## config.mk

```make
export PLATFORM = sky130hd
export DESIGN_NAME = spi_xfer_sequencer
export DESIGN_NICKNAME = d
export VERILOG_FILES = /design/src/rtl/spi_seq_pkg.sv /design/src/rtl/spi_seq_fifo.sv /design/src/rtl/spi_xfer_sequencer.sv
export SDC_FILE = /design/constraint.sdc
export NUM_CORES = 1
export LEC_CHECK = 0
export BUFFER_PORTS_ARGS = -buffer_cell sky130_fd_sc_hd__buf_2
export CORE_MARGIN = 10
export CORE_UTILIZATION = 55
export CTS_BUF_LIST = sky130_fd_sc_hd__clkbuf_4 sky130_fd_sc_hd__clkbuf_8 sky130_fd_sc_hd__clkbuf_16
export DETAILED_ROUTE_END_ITERATION = 7
export PLACE_DENSITY_LB_ADDON = 0.12
export SYNTH_ARGS = -nofsm -noshare
export SYNTH_HDL_FRONTEND = slang
export SYNTH_SLANG_ARGS = --single-unit
```

## constraint.sdc

```tcl
create_clock -name clk -period 9.1 [get_ports clk]
set_input_delay 0.455 -clock clk [delete_from_list [all_inputs] [get_ports clk]]
set_output_delay 0.455 -clock clk [all_outputs]
set_load 0.1 [all_outputs]
```

## src/rtl/spi_seq_pkg.sv

```systemverilog
// Shared register offsets, CTRL/STATUS bit positions and FSM state encoding
// for the SPI transfer sequencer.
package spi_seq_pkg;

    localparam logic [3:0] OFF_TXDATA = 4'h0;
    localparam logic [3:0] OFF_RXDATA = 4'h4;
    localparam logic [3:0] OFF_CTRL   = 4'h8;
    localparam logic [3:0] OFF_STATUS = 4'hC;

    localparam int CTRL_GO      = 0;
    localparam int CTRL_KEEP_CS = 1;
    localparam int CTRL_IRQ_EN  = 2;

    localparam int ST_BUSY     = 0;
    localparam int ST_TX_FULL  = 1;
    localparam int ST_TX_EMPTY = 2;
    localparam int ST_RX_EMPTY = 3;
    localparam int ST_RX_FULL  = 4;
    localparam int ST_OVERFLOW = 5;
    localparam int ST_DONE     = 6;

    localparam logic [2:0] S_IDLE  = 3'd0;
    localparam logic [2:0] S_SETUP = 3'd1;
    localparam logic [2:0] S_ISSUE = 3'd2;
    localparam logic [2:0] S_WAIT  = 3'd3;
    localparam logic [2:0] S_HOLD  = 3'd4;

endpackage

```

## src/rtl/spi_seq_fifo.sv

```systemverilog
// Synchronous show-ahead FIFO; push and pop in one cycle both take effect.
// Push while full is dropped unless a pop frees the slot in the same cycle.
module spi_seq_fifo #(
    parameter int WIDTH = 8,
    parameter int DEPTH = 8
) (
    input  logic             clk,
    input  logic             resetn,
    input  logic             push,
    input  logic [WIDTH-1:0] push_data,
    input  logic             pop,
    output logic [WIDTH-1:0] pop_data,
    output logic             full,
    output logic             empty
);
    localparam int AW = $clog2(DEPTH);

    logic [WIDTH-1:0] mem [DEPTH];
    logic [AW-1:0]    wr_ptr;
    logic [AW-1:0]    rd_ptr;
    logic [AW:0]      count;
    logic             do_push;
    logic             do_pop;

    assign empty    = (count == '0);
    assign full     = (count == (AW+1)'(DEPTH));
    assign do_pop   = pop && !empty;
    assign do_push  = push && (!full || do_pop);
    assign pop_data = mem[rd_ptr];

    always_ff @(posedge clk) begin
        if (!resetn) begin
            wr_ptr <= '0;
            rd_ptr <= '0;
            count  <= '0;
        end else begin
            if (do_push) wr_ptr <= wr_ptr + 1'b1;
            if (do_pop)  rd_ptr <= rd_ptr + 1'b1;
            if (do_push && !do_pop)
                count <= count + 1'b1;
            else if (do_pop && !do_push)
                count <= count - 1'b1;
        end
    end

    always_ff @(posedge clk) begin
        if (do_push) mem[wr_ptr] <= push_data;
    end

endmodule

```

## src/rtl/spi_xfer_sequencer.sv

```systemverilog
// Bus-mapped sequencer framing multi-byte SPI transfers with CS setup/hold around a byte engine.
// Bus acks one cycle after decode; the engine is stalled (no eng_start) while the RX FIFO is full.
module spi_xfer_sequencer #(
    parameter logic [31:0] ADDR       = 32'h0000_0000,
    parameter int          FIFO_DEPTH = 8,
    parameter int          CS_SETUP   = 2,
    parameter int          CS_HOLD    = 2
) (
    input  logic        clk,
    input  logic        resetn,
    input  logic        mem_valid,
    input  logic        mem_ready,
    input  logic [31:0] addr,
    input  logic [31:0] wdata,
    input  logic        wen,
    output logic        mem_port_ready,
    output logic [31:0] rdata,
    output logic        eng_start,
    output logic [7:0]  eng_tx_byte,
    input  logic        eng_done,
    input  logic [7:0]  eng_rx_byte,
    output logic        cs_n,
    output logic        irq
);
    import spi_seq_pkg::*;

    logic [2:0]  state;
    logic [7:0]  cnt;
    logic [7:0]  tx_hold;
    logic        keep_cs;
    logic        irq_en;
    logic        go_req;
    logic        overflow;
    logic        done;

    logic        acc;
    logic        wr_tx;
    logic        rd_rx;
    logic        wr_ctrl;
    logic        wr_status;
    logic        tx_pop;
    logic        rx_push;
    logic [7:0]  tx_head;
    logic [7:0]  rx_head;
    logic        tx_full;
    logic        tx_empty;
    logic        rx_full;
    logic        rx_empty;
    logic        busy;
    logic [31:0] status;
    logic [31:0] rd_val;
    logic        unused_bits;

    // mem_ready from another slave means this cycle's request is already answered.
    assign acc       = mem_valid && (addr[31:4] == ADDR[31:4]) && !mem_port_ready && !mem_ready;
    assign wr_tx     = acc && wen && (addr[3:0] == OFF_TXDATA);
    assign rd_rx     = acc && !wen && (addr[3:0] == OFF_RXDATA);
    assign wr_ctrl   = acc && wen && (addr[3:0] == OFF_CTRL);
    assign wr_status = acc && wen && (addr[3:0] == OFF_STATUS);
    assign unused_bits = ^wdata[31:8];

    assign busy        = (state != S_IDLE);
    assign tx_pop      = (state == S_ISSUE) && !tx_empty && !rx_full;
    assign eng_start   = tx_pop;
    assign eng_tx_byte = eng_start ? tx_head : tx_hold;
    assign rx_push     = (state == S_WAIT) && eng_done;
    assign irq         = irq_en && done;

    spi_seq_fifo #(.WIDTH(8), .DEPTH(FIFO_DEPTH)) u_tx_fifo (
        .clk       (clk),
        .resetn    (resetn),
        .push      (wr_tx),
        .push_data (wdata[7:0]),
        .pop       (tx_pop),
        .pop_data  (tx_head),
        .full      (tx_full),
        .empty     (tx_empty)
    );

    spi_seq_fifo #(.WIDTH(8), .DEPTH(FIFO_DEPTH)) u_rx_fifo (
        .clk       (clk),
        .resetn    (resetn),
        .push      (rx_push),
        .push_data (eng_rx_byte),
        .pop       (rd_rx),
        .pop_data  (rx_head),
        .full      (rx_full),
        .empty     (rx_empty)
    );

    always_comb begin
        status              = '0;
        status[ST_BUSY]     = busy;
        status[ST_TX_FULL]  = tx_full;
        status[ST_TX_EMPTY] = tx_empty;
        status[ST_RX_EMPTY] = rx_empty;
        status[ST_RX_FULL]  = rx_full;
        status[ST_OVERFLOW] = overflow;
        status[ST_DONE]     = done;
    end

    always_comb begin
        rd_val = '0;
        if (addr[3:0] == OFF_RXDATA && !rx_empty)
            rd_val = {23'b0, 1'b1, rx_head};
        else if (addr[3:0] == OFF_STATUS)
            rd_val = status;
    end

    always_ff @(posedge clk) begin
        if (!resetn) begin
            state          <= S_IDLE;
            cs_n           <= 1'b1;
            cnt            <= '0;
            tx_hold        <= '0;
            keep_cs        <= 1'b0;
            irq_en         <= 1'b0;
            go_req         <= 1'b0;
            overflow       <= 1'b0;
            done           <= 1'b0;
            mem_port_ready <= 1'b0;
            rdata          <= '0;
        end else begin
            mem_port_ready <= acc;
            rdata          <= (acc && !wen) ? rd_val : 32'h0;
            // go is registered so cs_n falls the cycle after the CTRL ack.
            go_req         <= wr_ctrl && wdata[CTRL_GO];
            if (wr_ctrl) begin
                keep_cs <= wdata[CTRL_KEEP_CS];
                irq_en  <= wdata[CTRL_IRQ_EN];
            end
            if (wr_status && wdata[ST_OVERFLOW]) overflow <= 1'b0;
            if (wr_tx && tx_full && !tx_pop)     overflow <= 1'b1;
            if (wr_status && wdata[ST_DONE])     done     <= 1'b0;
            if (tx_pop) tx_hold <= tx_head;

            case (state)
                S_IDLE: begin
                    if (go_req) begin
                        if (tx_empty) begin
                            cnt   <= 8'(CS_HOLD - 1);
                            state <= S_HOLD;
                        end else if (!cs_n) begin
                            state <= S_ISSUE;
                        end else begin
                            cs_n  <= 1'b0;
                            cnt   <= 8'(CS_SETUP - 1);
                            state <= S_SETUP;
                        end
                    end
                end
                S_SETUP: begin
                    if (cnt == 8'd0) state <= S_ISSUE;
                    else             cnt   <= cnt - 8'd1;
                end
                S_ISSUE: begin
                    if (tx_empty) begin
                        if (keep_cs) begin
                            done  <= 1'b1;
                            state <= S_IDLE;
                        end else if (CS_HOLD == 1) begin
                            cs_n  <= 1'b1;
                            done  <= 1'b1;
                            state <= S_IDLE;
                        end else begin
                            // This ISSUE cycle already counts as the first hold cycle.
                            cnt   <= 8'(CS_HOLD - 2);
                            state <= S_HOLD;
                        end
                    end else if (!rx_full) begin
                        state <= S_WAIT;
                    end
                end
                S_WAIT: begin
                    if (eng_done) state <= S_ISSUE;
                end
                S_HOLD: begin
                    if (cnt == 8'd0) begin
                        cs_n  <= 1'b1;
                        done  <= 1'b1;
                        state <= S_IDLE;
                    end else begin
                        cnt <= cnt - 8'd1;
                    end
                end
                default: state <= S_IDLE;
            endcase
        end
    end

endmodule
```

# Word level (Yosys, flattened, before mapping)
# Memory sizes are Yosys's and may differ from the RTL's. A register that Yosys moved wholly into a read port is not among the register bits.
# Cells that the tools add are included.
dict set report totals {
  register_bits 78
  ramBits 128
  inputBits 78
  output_inout_bits 44
  mem_count 2
}
# name depth width read_ports rd_ports_with_merged_regs write_ports line_no
set mem_list {}
lappend mem_list {u_rx_fifo.mem 8 8 1 1 1 spi_seq_fifo.sv:18} ;# logic [WIDTH-1:0] mem [DEPTH];
lappend mem_list {u_tx_fifo.mem 8 8 1 1 1 spi_seq_fifo.sv:18}
dict set report classes {
  add_sub_neg 9
  eq_ne 19
  muxes 43
  n_bitwise 2
  reduce_logical 59
}
# cell count
set ops {}
lappend ops {{2-to-1 mux 8 bit} 7}
lappend ops {{2-to-1 mux 3 bit} 12}
lappend ops {{logical NOT 28 bit} 1}
lappend ops {{logical AND 1 bit} 27}
lappend ops {{case mux 8 bit (3 select lines)} 1}
lappend ops {{equality test 4 bit, second input constant} 4}
lappend ops {{2-to-1 mux 4 bit} 4}
lappend ops {{inequality test 2 bit, second input constant} 8}
lappend ops {{case mux 3 bit (5 select lines)} 1}
lappend ops {{2-to-1 mux 1 bit} 13}
lappend ops {{adder 3 x 1 -> 3 bit, second input constant} 4}
lappend ops {{logical NOT 1 bit} 12}
lappend ops {{logical NOT 4 bit} 3}
lappend ops {{2-to-1 mux 9 bit} 1}
lappend ops {{adder 4 x 1 -> 4 bit, second input constant} 2}
lappend ops {{logical NOT 8 bit} 1}
lappend ops {{nonzero test 2 bit} 4}
lappend ops {{subtractor 4 x 1 -> 4 bit, second input constant} 2}
lappend ops {{subtractor 8 x 1 -> 8 bit, second input constant} 1}
lappend ops {{2-to-1 mux 7 bit} 1}
lappend ops {{equality test 3 x 2 -> 1 bit, second input constant} 2}
lappend ops {{inequality test 3 bit, second input constant} 2}
lappend ops {{AND reduction 6 bit} 1}
lappend ops {{nonzero test 3 bit} 2}
lappend ops {{other kinds (13)} 16}

# Longest topological paths before layout
# Gate-level depths: netlist of the first run.
dict set report depth {
  ltp_word 13
  ltp_mapped 13
  depth_no_buf 13
}

# By module
# From an unflattened synthesis of the first run, not the netlist that was laid out.
dict set report hier_totals {
  hier_cells 545
  hier_area_um2 8064.0
}
# mod n_inst cells_per_inst area_each_um2 seq_area_each_um2
set modules_own_cells {}
lappend modules_own_cells {spi_seq_fifo 2 166 3079.2 2182.1}
lappend modules_own_cells {spi_xfer_sequencer 1 213 1905.6 700.7}

# Worst setup path before layout of the first run
# No wires, ideal clock.
dict set report synth_path {
  path_kind {reg2out}
  from {register u_tx_fifo.count[0]}
  to {output port eng_tx_byte[2]}
  t_arrival_ps 3124
  setup_slack_ps 5521
  path_stages_with_launch 6
  path_cell_list {dfxtp_1 or4_1 clkbuf_1 and3_1 buf_2 a21oi_1}
}
dict set report synth_between {
  elab_chain_cells 5
}
# element line_no
set synth_rtl {}
lappend synth_rtl {{from (decl)} spi_seq_fifo.sv:21} ;# logic [AW:0] count;
lappend synth_rtl {{from (signal assigned)} spi_seq_fifo.sv:40} ;# count <= count + 1'b1;
lappend synth_rtl {{from (signal assigned)} spi_seq_fifo.sv:42} ;# count <= count - 1'b1;
lappend synth_rtl {{logical NOT 4 bit} spi_seq_fifo.sv:25} ;# assign empty = (count == '0);
lappend synth_rtl {{logical NOT 1 bit} spi_xfer_sequencer.sv:63} ;# assign tx_pop = (state == S_ISSUE) && !tx_empty && !rx_full;
lappend synth_rtl {{logical AND 1 bit (2 in a row)} spi_xfer_sequencer.sv:63}
lappend synth_rtl {{named net eng_start} spi_xfer_sequencer.sv:18} ;# output logic eng_start,
lappend synth_rtl {{2-to-1 mux 8 bit} n/a}
lappend synth_rtl {{to (decl)} spi_xfer_sequencer.sv:19} ;# output logic [7:0] eng_tx_byte,
# The timed path passes the listed nets, and every way through them passes these cells.

# Worst setup path in the final report of the first run
dict set report layout_path {
  from {register state[1]}
  to {register u_tx_fifo.count[3]}
}
dict set report layout_between {
  elab_chain_cells 9
  word_cells_on_any_way 12
  cone_classes {1 x eq/ne; 1 x mux; 10 x reduce/logical}
}
# element line_no
set layout_rtl {}
lappend layout_rtl {{from (decl)} spi_xfer_sequencer.sv:27} ;# logic [2:0] state;
lappend layout_rtl {{from (signal assigned)} spi_xfer_sequencer.sv:112} ;# state <= S_IDLE;
lappend layout_rtl {{from (signal assigned)} spi_xfer_sequencer.sv:142} ;# state <= S_HOLD;
lappend layout_rtl {{from (signal assigned)} spi_xfer_sequencer.sv:144} ;# state <= S_ISSUE;
lappend layout_rtl {{equality test 3 x 2 -> 1 bit (*)} spi_xfer_sequencer.sv:63}
lappend layout_rtl {{logical AND 1 bit (*) (2 in a row)} spi_xfer_sequencer.sv:63}
lappend layout_rtl {{logical AND 1 bit (*)} spi_seq_fifo.sv:27} ;# assign do_pop = pop && !empty;
lappend layout_rtl {{logical OR 1 bit} spi_seq_fifo.sv:28} ;# assign do_push = push && (!full || do_pop);
lappend layout_rtl {{logical AND 1 bit} spi_seq_fifo.sv:28}
lappend layout_rtl {{logical NOT 1 bit} spi_seq_fifo.sv:41} ;# else if (do_pop && !do_push)
lappend layout_rtl {{logical AND 1 bit} spi_seq_fifo.sv:41}
lappend layout_rtl {{nonzero test 2 bit (no source line)} n/a}
# Every way passes the cells marked *; elsewhere a longest branch is shown, timed or not.
# A chain may end at the register's enable or synchronous reset.

==> metrics.md, run 1 <==
| Metric | Value |
|---|---|
| Top Ports | 122 |
| Syn Inst Count | 563 |
| Total wire length | between 15,000 and 20,000 um |
| GRT Util Overall | 0.1639 |
| Slowest CP cell | and3_1 |
| Slowest stage delay, CP | 0.79 ns |
| First-pass GRT wire length | 25,650 um |
| Syn-to-layout area delta | 12.85% |
| Mux cell area share after synthesis | 0.1212 |
| Xor-xnor portion of the synthesized cell area | 0.01202 |
| Synth Area in Adders | 0.02374 |
| Share of layout cells above drive strength 1 | 0.2599 |
| Critical path type | flip-flop to flip-flop |
| Post-synthesis async set-or-reset flop share | 0 |
| Hold Buf Count CTS | 0 |
| H-tree depth | 4 |
| Crit path capture type | flip-flop |
| Post-Syn Area per Cell | about 14 um^2 |
| Met3 wire len | 975 um |
| Max_cap viols | 0 |
| Synthesized area | roughly 8000 um^2 |
| Reg clk slew, reported paths | approximately 0.07 ns |
| Unrepaired setup endpoints after global routing | no |
| Crit path max fanout | 21 |
| Clock skew | 0.006410 ns |
| Leading cell type in the layout, fill and taps excluded | edfxtp_1 |
| Worst Hold Class | primary input to flip-flop |
| Critical path required time | 9.45 ns |
| Dpl hpwl | 10,970 um |
| Worst-margin pin slew | between 1 and 1.5 ns |
| Area of the multi-input gates | 2709 um^2 |
| Peak supply drop | 174.5 uV |
| CTS Root Buffer Type | clkbuf_16 |
| Detailed Routing Iterations Pass 1 | 4 |
| Crit path DAT | 3.88 ns |
| # setup viols final | 0 |
| Finished Layout Cells | 838 |
| Core ar. | between 10,000 and 15,000 um^2 |
| Row Count | 44 |
| Post-placement cell count | 806 |
| Slew Limit Fails | 0 |
| Number of global-route vias before repair | 4,834 |
| Die height | 140.7 um |
| N_diodes | 0 |
| Synth cell types | 62 |
| Cells resized by post-CTS repair | 0 |
| GRT overflow | 0 |
| Simple-Gate Fraction of Synth Area | 0.1174 |
| FMAX | between 200 and 300 MHz |
| Initial antenna violation count | 0 |
| Routed wl met2 | between 8000 and 9000 um |
| Final Hold Vio Count | 0 |
| Sink Count | 189 |
| Post-CTS Setup Repair Bufs | 0 |
| Main combinational cell family by area after synthesis | multiplexers |
| Total CTS buffers | 17 |
| Antenna-violating nets left | 0 |
| Post-layout min period | 3.533 ns |
| Clock Tree Buf Depth | 2 |
| Die W | 140.7 um |
| DP Worst Slack | 5.332 ns |
| Setup TNS | 0 ns |
| Gpl congestion | 0.8053 |
| Yosys top cell area share | 0.4797 |
| Synth Area in Compound Gates | 0.05294 |
| Relative slew margins | 0.2082 |
| Final Cycle Share | 0.3883 |
| Worst path cell trace | nor3b_4, and3_1, inv_1, ha_1, inv_1, ha_1, a21o_1, a21oi_1, xnor2_1, or3_1, a21oi_1 |
| Most frequent cells in the layout | 128 x edfxtp_1, 74 x buf_2, 61 x dfxtp_1 |
| Leakage | 0.003158 uW |
| Iteration-0 DRC Markers | 404 |
| Largest cells by area after synthesis | edfxtp_1 48%, dfxtp_1 15%, mux4_2 9.0% |
| Storage cell area | about 5000 um^2 |
| Synth Register Bits | 189 |
| PwrDens | between 150 and 200 nW/um^2 |
| Initial core utilization | 0.5555 |
| Yosys warns | 0 |
| DR top layer | met4 |
| NumNets Final | 733 |
| Post-synthesis sequential area ratio | 0.6321 |
| Fillers | 1,072 |
| Clock Latency Late Sink | 0.42 ns |
| Routed via count | 4,741 |
| Die ar. | 19,800 um^2 |
| Wirelength per Cell | around 19 um |
| Run status | complete, no violations |
| Count of flip-flops with a built-in enable after synthesis | between 100 and 150 |
| CTS tree | built |
| Metal1 wirelength | 6573 um |
| Vias per inst | 5.658 |
| DR DRC count | 0 |
| Yosys top cell by area | edfxtp_1 |
| Top_reg_cell synth | edfxtp_1 |
| Quantity of I/O buffers inserted on ports | between 70 and 80 |
| Final WS setup | 5.567 ns |
| Startpoint Class | flip-flop |
| Final Core Density | 0.6269 |
| Largest net degree at the start of global routing | 35 |
## registers in the layout (all words and copies together) (netlist names), 4 cells and up, named ones only
name / flops
u_tx_fifo.mem: 64
u_rx_fifo.count: 4
u_tx_fifo.count: 4
cnt: 8
tx_hold: 8
rdata: 9
u_rx_fifo.mem: 64
## through the flow
stage | hold slack, ns | area (um^2) | total power [uW]
after floorplan | 0.4515 | 8095 | 1111
after global placement | 0.4655 | 8502 | 1148
after detailed placement | 0.4894 | 8502 | 1154
after CTS | 0.2864 | 9042 | 1822
after global routing | 0.2999 | 9042 | 1885
final | 0.2982 | 9042 | 1808
## synthesized netlist by cell type, types with 3 or more instances
| master | count |
|---|---|
| nand2_1 | 18 |
| and3_1 | 4 |
| buf_4 | 23 |
| nand2b_1 | 7 |
| buf_2 | 5 |
| o211ai_1 | 3 |
| nand3_1 | 7 |
| a21oi_1 | 30 |
| xnor2_1 | 8 |
| ha_1 | 12 |
| or3_1 | 5 |
| nor2_1 | 49 |
| nor4b_2 | 3 |
| nor4_2 | 4 |
| o21ai_0 | 10 |
| buf_1 | 4 |
| nor2b_1 | 4 |
| o22ai_1 | 8 |
| mux2i_1 | 25 |
| nor3_1 | 17 |
| mux4_2 | 32 |
| edfxtp_1 | 128 |
| and2_1 | 18 |
| clkbuf_1 | 15 |
| xor2_1 | 3 |
| nor4_1 | 6 |
| inv_1 | 11 |
| dfxtp_1 | 61 |
## power breakdown
| part | switching (uW) | total [uW] | internal (uW) |
|---|---|---|---|
| clock | 312 | 673 | 360 |
| sequential | 19.8 | 945 | 925 |
| combinational | 130 | 191 | 60.8 |
## logic make-up after synthesis
| group | count (synthesis) |
|---|---|
| compound gates | 68 |
| xor+xnor | 11 |
| fa+ha+maj | 14 |
| buf+inv | 61 |
| flops | 189 |
| mux | 57 |
| other cells | 1 |
| simple gates | 162 |
## cell type report
type	count	area share
Sequential cell	189	0.5601
Multi-Input combinational cell	335	0.2996
Clock buffer	19	0.04940
Timing Repair Buffer	84	0.04926
Tap cell	184	0.02546
Clock inverter	13	0.01038
Inverter	14	0.005812
## worst max-delay path: cells and delay by family, from the launching register on
| family | cells | cell delay (ns) |
|---|---|---|
| XOR/XNOR | 1 | 0.09 |
| buffers and inverters | 2 | 0.22 |
| AND/OR/NAND/NOR | 3 | 1.53 |
| flip-flops | 1 | 0.62 |
| adder cells (fa/ha/maj) | 2 | 0.49 |
| AO/OA/AOI/OAI | 3 | 0.49 |
## path summary, 6_finish.rpt
check	startpoint	endpoint	slack, ns	depth (start not counted)
max	state[1]	u_tx_fifo.count[3]	5.57	11
min	eng_rx_byte[3]	u_rx_fifo.mem[1][3]	0.30	1
max reg2reg	state[1]	u_tx_fifo.count[3]	5.57	11
min reg2reg	cnt[1]	cnt[1]	0.49	2
## routing by layer
metal,up-vias,global-route usage
met5,-,0
met4,0,0.04674
met3,17,0.04803
met2,112,0.2813
met1,2376,0.1956
li1,2236,-
No activity file was read; power rests on OpenSTA's default activity.
==> run 2: changes to the inputs <==
--- a/config.mk
+++ b/config.mk
@@ -5,6 +5,7 @@
 export SDC_FILE = /design/constraint.sdc
 export NUM_CORES = 1
 export LEC_CHECK = 0
+export ABC_AREA = 1
 export BUFFER_PORTS_ARGS = -buffer_cell sky130_fd_sc_hd__buf_2
 export CORE_MARGIN = 10
 export CORE_UTILIZATION = 55
==> constraint.sdc (replaced) <==
create_clock -name clk -period 3.5 [get_ports clk]
set_input_delay 0.175 -clock clk [delete_from_list [all_inputs] [get_ports clk]]
set_output_delay 0.175 -clock clk [all_outputs]
set_load 0.1 [all_outputs]
==> run 2 against run 1 <==
Synthesized area increased by 3.7%. Via count increased by 27%. Synthesized cell count increased by 52%. Critical path depth decreased by 3. Wire length increased by 14%. Total power increased to 2.9 times the previous value. Sequential power increased to 2.6 times the previous value. Clock-buffer cell count decreased by 2. Setup slack got worse by 4.9 ns. Utilization increased by 1.6 points. First-iteration DRC count decreased by 1.7%. Critical path type is now flip-flop to output pin.
==> metrics.md, run 2 <==
| Metric | Value |
|---|---|
| Gpl congestion | between 0.8 and 0.9 |
| Initial antenna violation count | 0 |
| Synth Register Bits | 189 |
| Relative slew margins | 0.3176 |
| Worst Hold Depth | 1 |
| Row Count | 44 |
| Post-layout min period | 2.798 ns |
| Final Cycle Share | 0.7993 |
| Worst-margin pin slew | just over 1 ns |
| Most frequent cells in the layout | 190 x nor2_1, 128 x edfxtp_1, 118 x nand2_1 |
| GRT Util Overall | 0.1791 |
| NumNets Final | roughly 1,000 |
| CTS tree | built |
| Clock Latency Late Sink | about 0.44 ns |
| Syn Inst Count | 856 |
| Hold slack | 0.01085 ns |
| Top_reg_cell synth | edfxtp_1 |
| DR DRC count | 0 |
| Wirelength per Cell | 15.95 um |
| Clock skew | 0.01057 ns |
| N_diodes | 0 |
| Crit path max fanout | 17 |
| Routed via count | 6,024 |
| Count leader, synth | nor2_1 |
| Max_cap viols | 0 |
| CTS Root Buffer Type | clkbuf_16 |
| FMAX | ~360 MHz |
| Yosys top cell area share | 0.4624 |
| Iteration-0 DRC Markers | 397 |
| Crit path DAT | 2.62 ns |
| Detailed Routing Iterations Pass 1 | 4 |
| Total wire length | 18,080 um |
| Unrepaired setup endpoints after global routing | no |
| Top flop regs | u_rx_fifo.mem: 64 flops, u_tx_fifo.mem: 64 flops, rdata: 9 flops |
| Worst Hold Class | primary input to flip-flop |
| Post-synthesis sequential area ratio | 0.6093 |
| Largest cells by area after synthesis | edfxtp_1 46%, dfxtp_1 15%, nor2_1 8.6% |
| Die W | 142.9 um |
| Yosys top cell by area | edfxtp_1 |
| Core ar. | ~15,000 um^2 |
| H-tree depth | 4 |
| Syn-to-layout area delta | 13.70% |
| Slew Limit Fails | 0 |
| Initial core utilization | 0.5655 |
| Top Ports | 122 |
| Die height | 142.9 um |
| Post-Syn Area per Cell | 9.711 um^2 |
| Reg clk slew, reported paths | 0.07 ns |
| Leakage | 0.003711 uW |
| Quantity of I/O buffers inserted on ports | between 70 and 80 |
| Die ar. | 20,430 um^2 |
| Number of global-route vias before repair | between 5,000 and 6,000 |
| Synth cell types | 41 |
| Critical path required time | 3.32 ns |
| Sink Count | ~190 |
| Dpl hpwl | 12,610 um |
| GRT overflow | 0 |
| Run status | complete, no violations |
| Leading cell type in the layout, fill and taps excluded | nor2_1 |
| Antenna-violating nets left | 0 |
| Critical path type | flip-flop to output pin |
| Synthesized area | just over 8000 um^2 |
| First-pass GRT wire length | 28,670 um |
| # setup viols final | 0 |
| Yosys warns | 0 |
| Placed Area | between 8000 and 9000 um^2 |
| Total power | about 5200 uW |
| Fin area | approximately 9500 um^2 |
| Final Hold Vio Count | 0 |
| Vias per inst | around 5.3 |
| Largest net degree at the start of global routing | 34 |
| Total CTS buffers | 17 |
| Post-CTS Setup Repair Bufs | 0 |
| Most instantiated cells after synthesis | 190 x nor2_1, 128 x edfxtp_1, 118 x nand2_1, 83 x o21ai_0 |
| Setup TNS | 0 ns |
| Startpoint Class | flip-flop |
| Final Core Density | 0.6430 |
| Crit path capture type | output pin |
| Share of layout cells above drive strength 1 | 0.1517 |
| Clock Tree Buf Depth | 2 |
| Peak supply drop | 518.7 uV |
| Post-synthesis async set-or-reset flop share | 0 |
| PwrDens | 552.2 nW/um^2 |
| Reg2Reg Depth | 19 |
| Count of flip-flops with a built-in enable after synthesis | approximately 130 |
| Fillers | around 1,200 |
run 2: area by class of cell:
type	instances	area (um^2)	share of cell area
Timing Repair Buffer	88	485.5	0.05136
Sequential cell	189	5065	0.5359
Tap cell	184	230.2	0.02436
Clock inverter	15	195.2	0.02065
Inverter	64	240.2	0.02542
Multi-Input combinational cell	576	2810	0.2973
Clock buffer	17	425.4	0.04501
run 2: per-stage QoR:
step | worst slack [ns] | std cells
6_report | 0.7023 | 1133
5_1_grt | 0.3733 | 1133
4_1_cts | 0.6529 | 1133
3_5_place_dp | 0.7787 | 1097
3_3_place_gp | 0.8684 | 1097
2_1_floorplan | 0.5303 | 878
run 2: kinds of logic after synthesis:
| kind of cell | share of synthesized area |
|---|---|
| AO/OA/AOI/OAI | 0.1048 |
| AND/OR/NAND/NOR | 0.1884 |
| other | 0.0004511 |
| buffers and inverters | 0.06261 |
| flip-flops | 0.6093 |
| XOR/XNOR | 0.01159 |
| adder cells (fa/ha/maj) | 0.02288 |
run 2: timing repair:
item                                   in CTS  in global routing
endpoints found under the hold margin      30                  0
resized for setup                           0                  0
hold buffers                                4                  0
run 2: power breakdown:
group | internal (uW) | switching [uW]
registers | 2430 | 53.9
clock network | 1190 | 816
logic | 225 | 502
total | 3850 | 1370
run 2: path summary, 6_finish.rpt:
path / from / slack (ns) / end
min reg2reg: overflow / 0.48 / overflow
max: flip-flop / 0.70 / eng_tx_byte[1]
min: eng_rx_byte[1] / 0.01 / u_rx_fifo.mem[0][1]
max reg2reg: u_rx_fifo.count[0] / 0.75 / u_rx_fifo.count[3]
run 2: worst max-delay path: stages, from the launching register on:
cell and delay [ns]:
dfxtp_1 0.50, inv_1 0.47, o21ai_0 0.18, o22ai_1 0.23, nand2_1 0.10, nand3_1 0.13, nand2_1 0.08, inv_1 0.06
buf_2 0.42
run 2: routing by layer:
metal	routed length [um]	share of wire	global-route usage
met1	6943	0.38	0.1876
met2	9662	0.53	0.3268
met3	1066	0.059	0.05605
met4	403	0.022	0.07003
met5	0	0	0
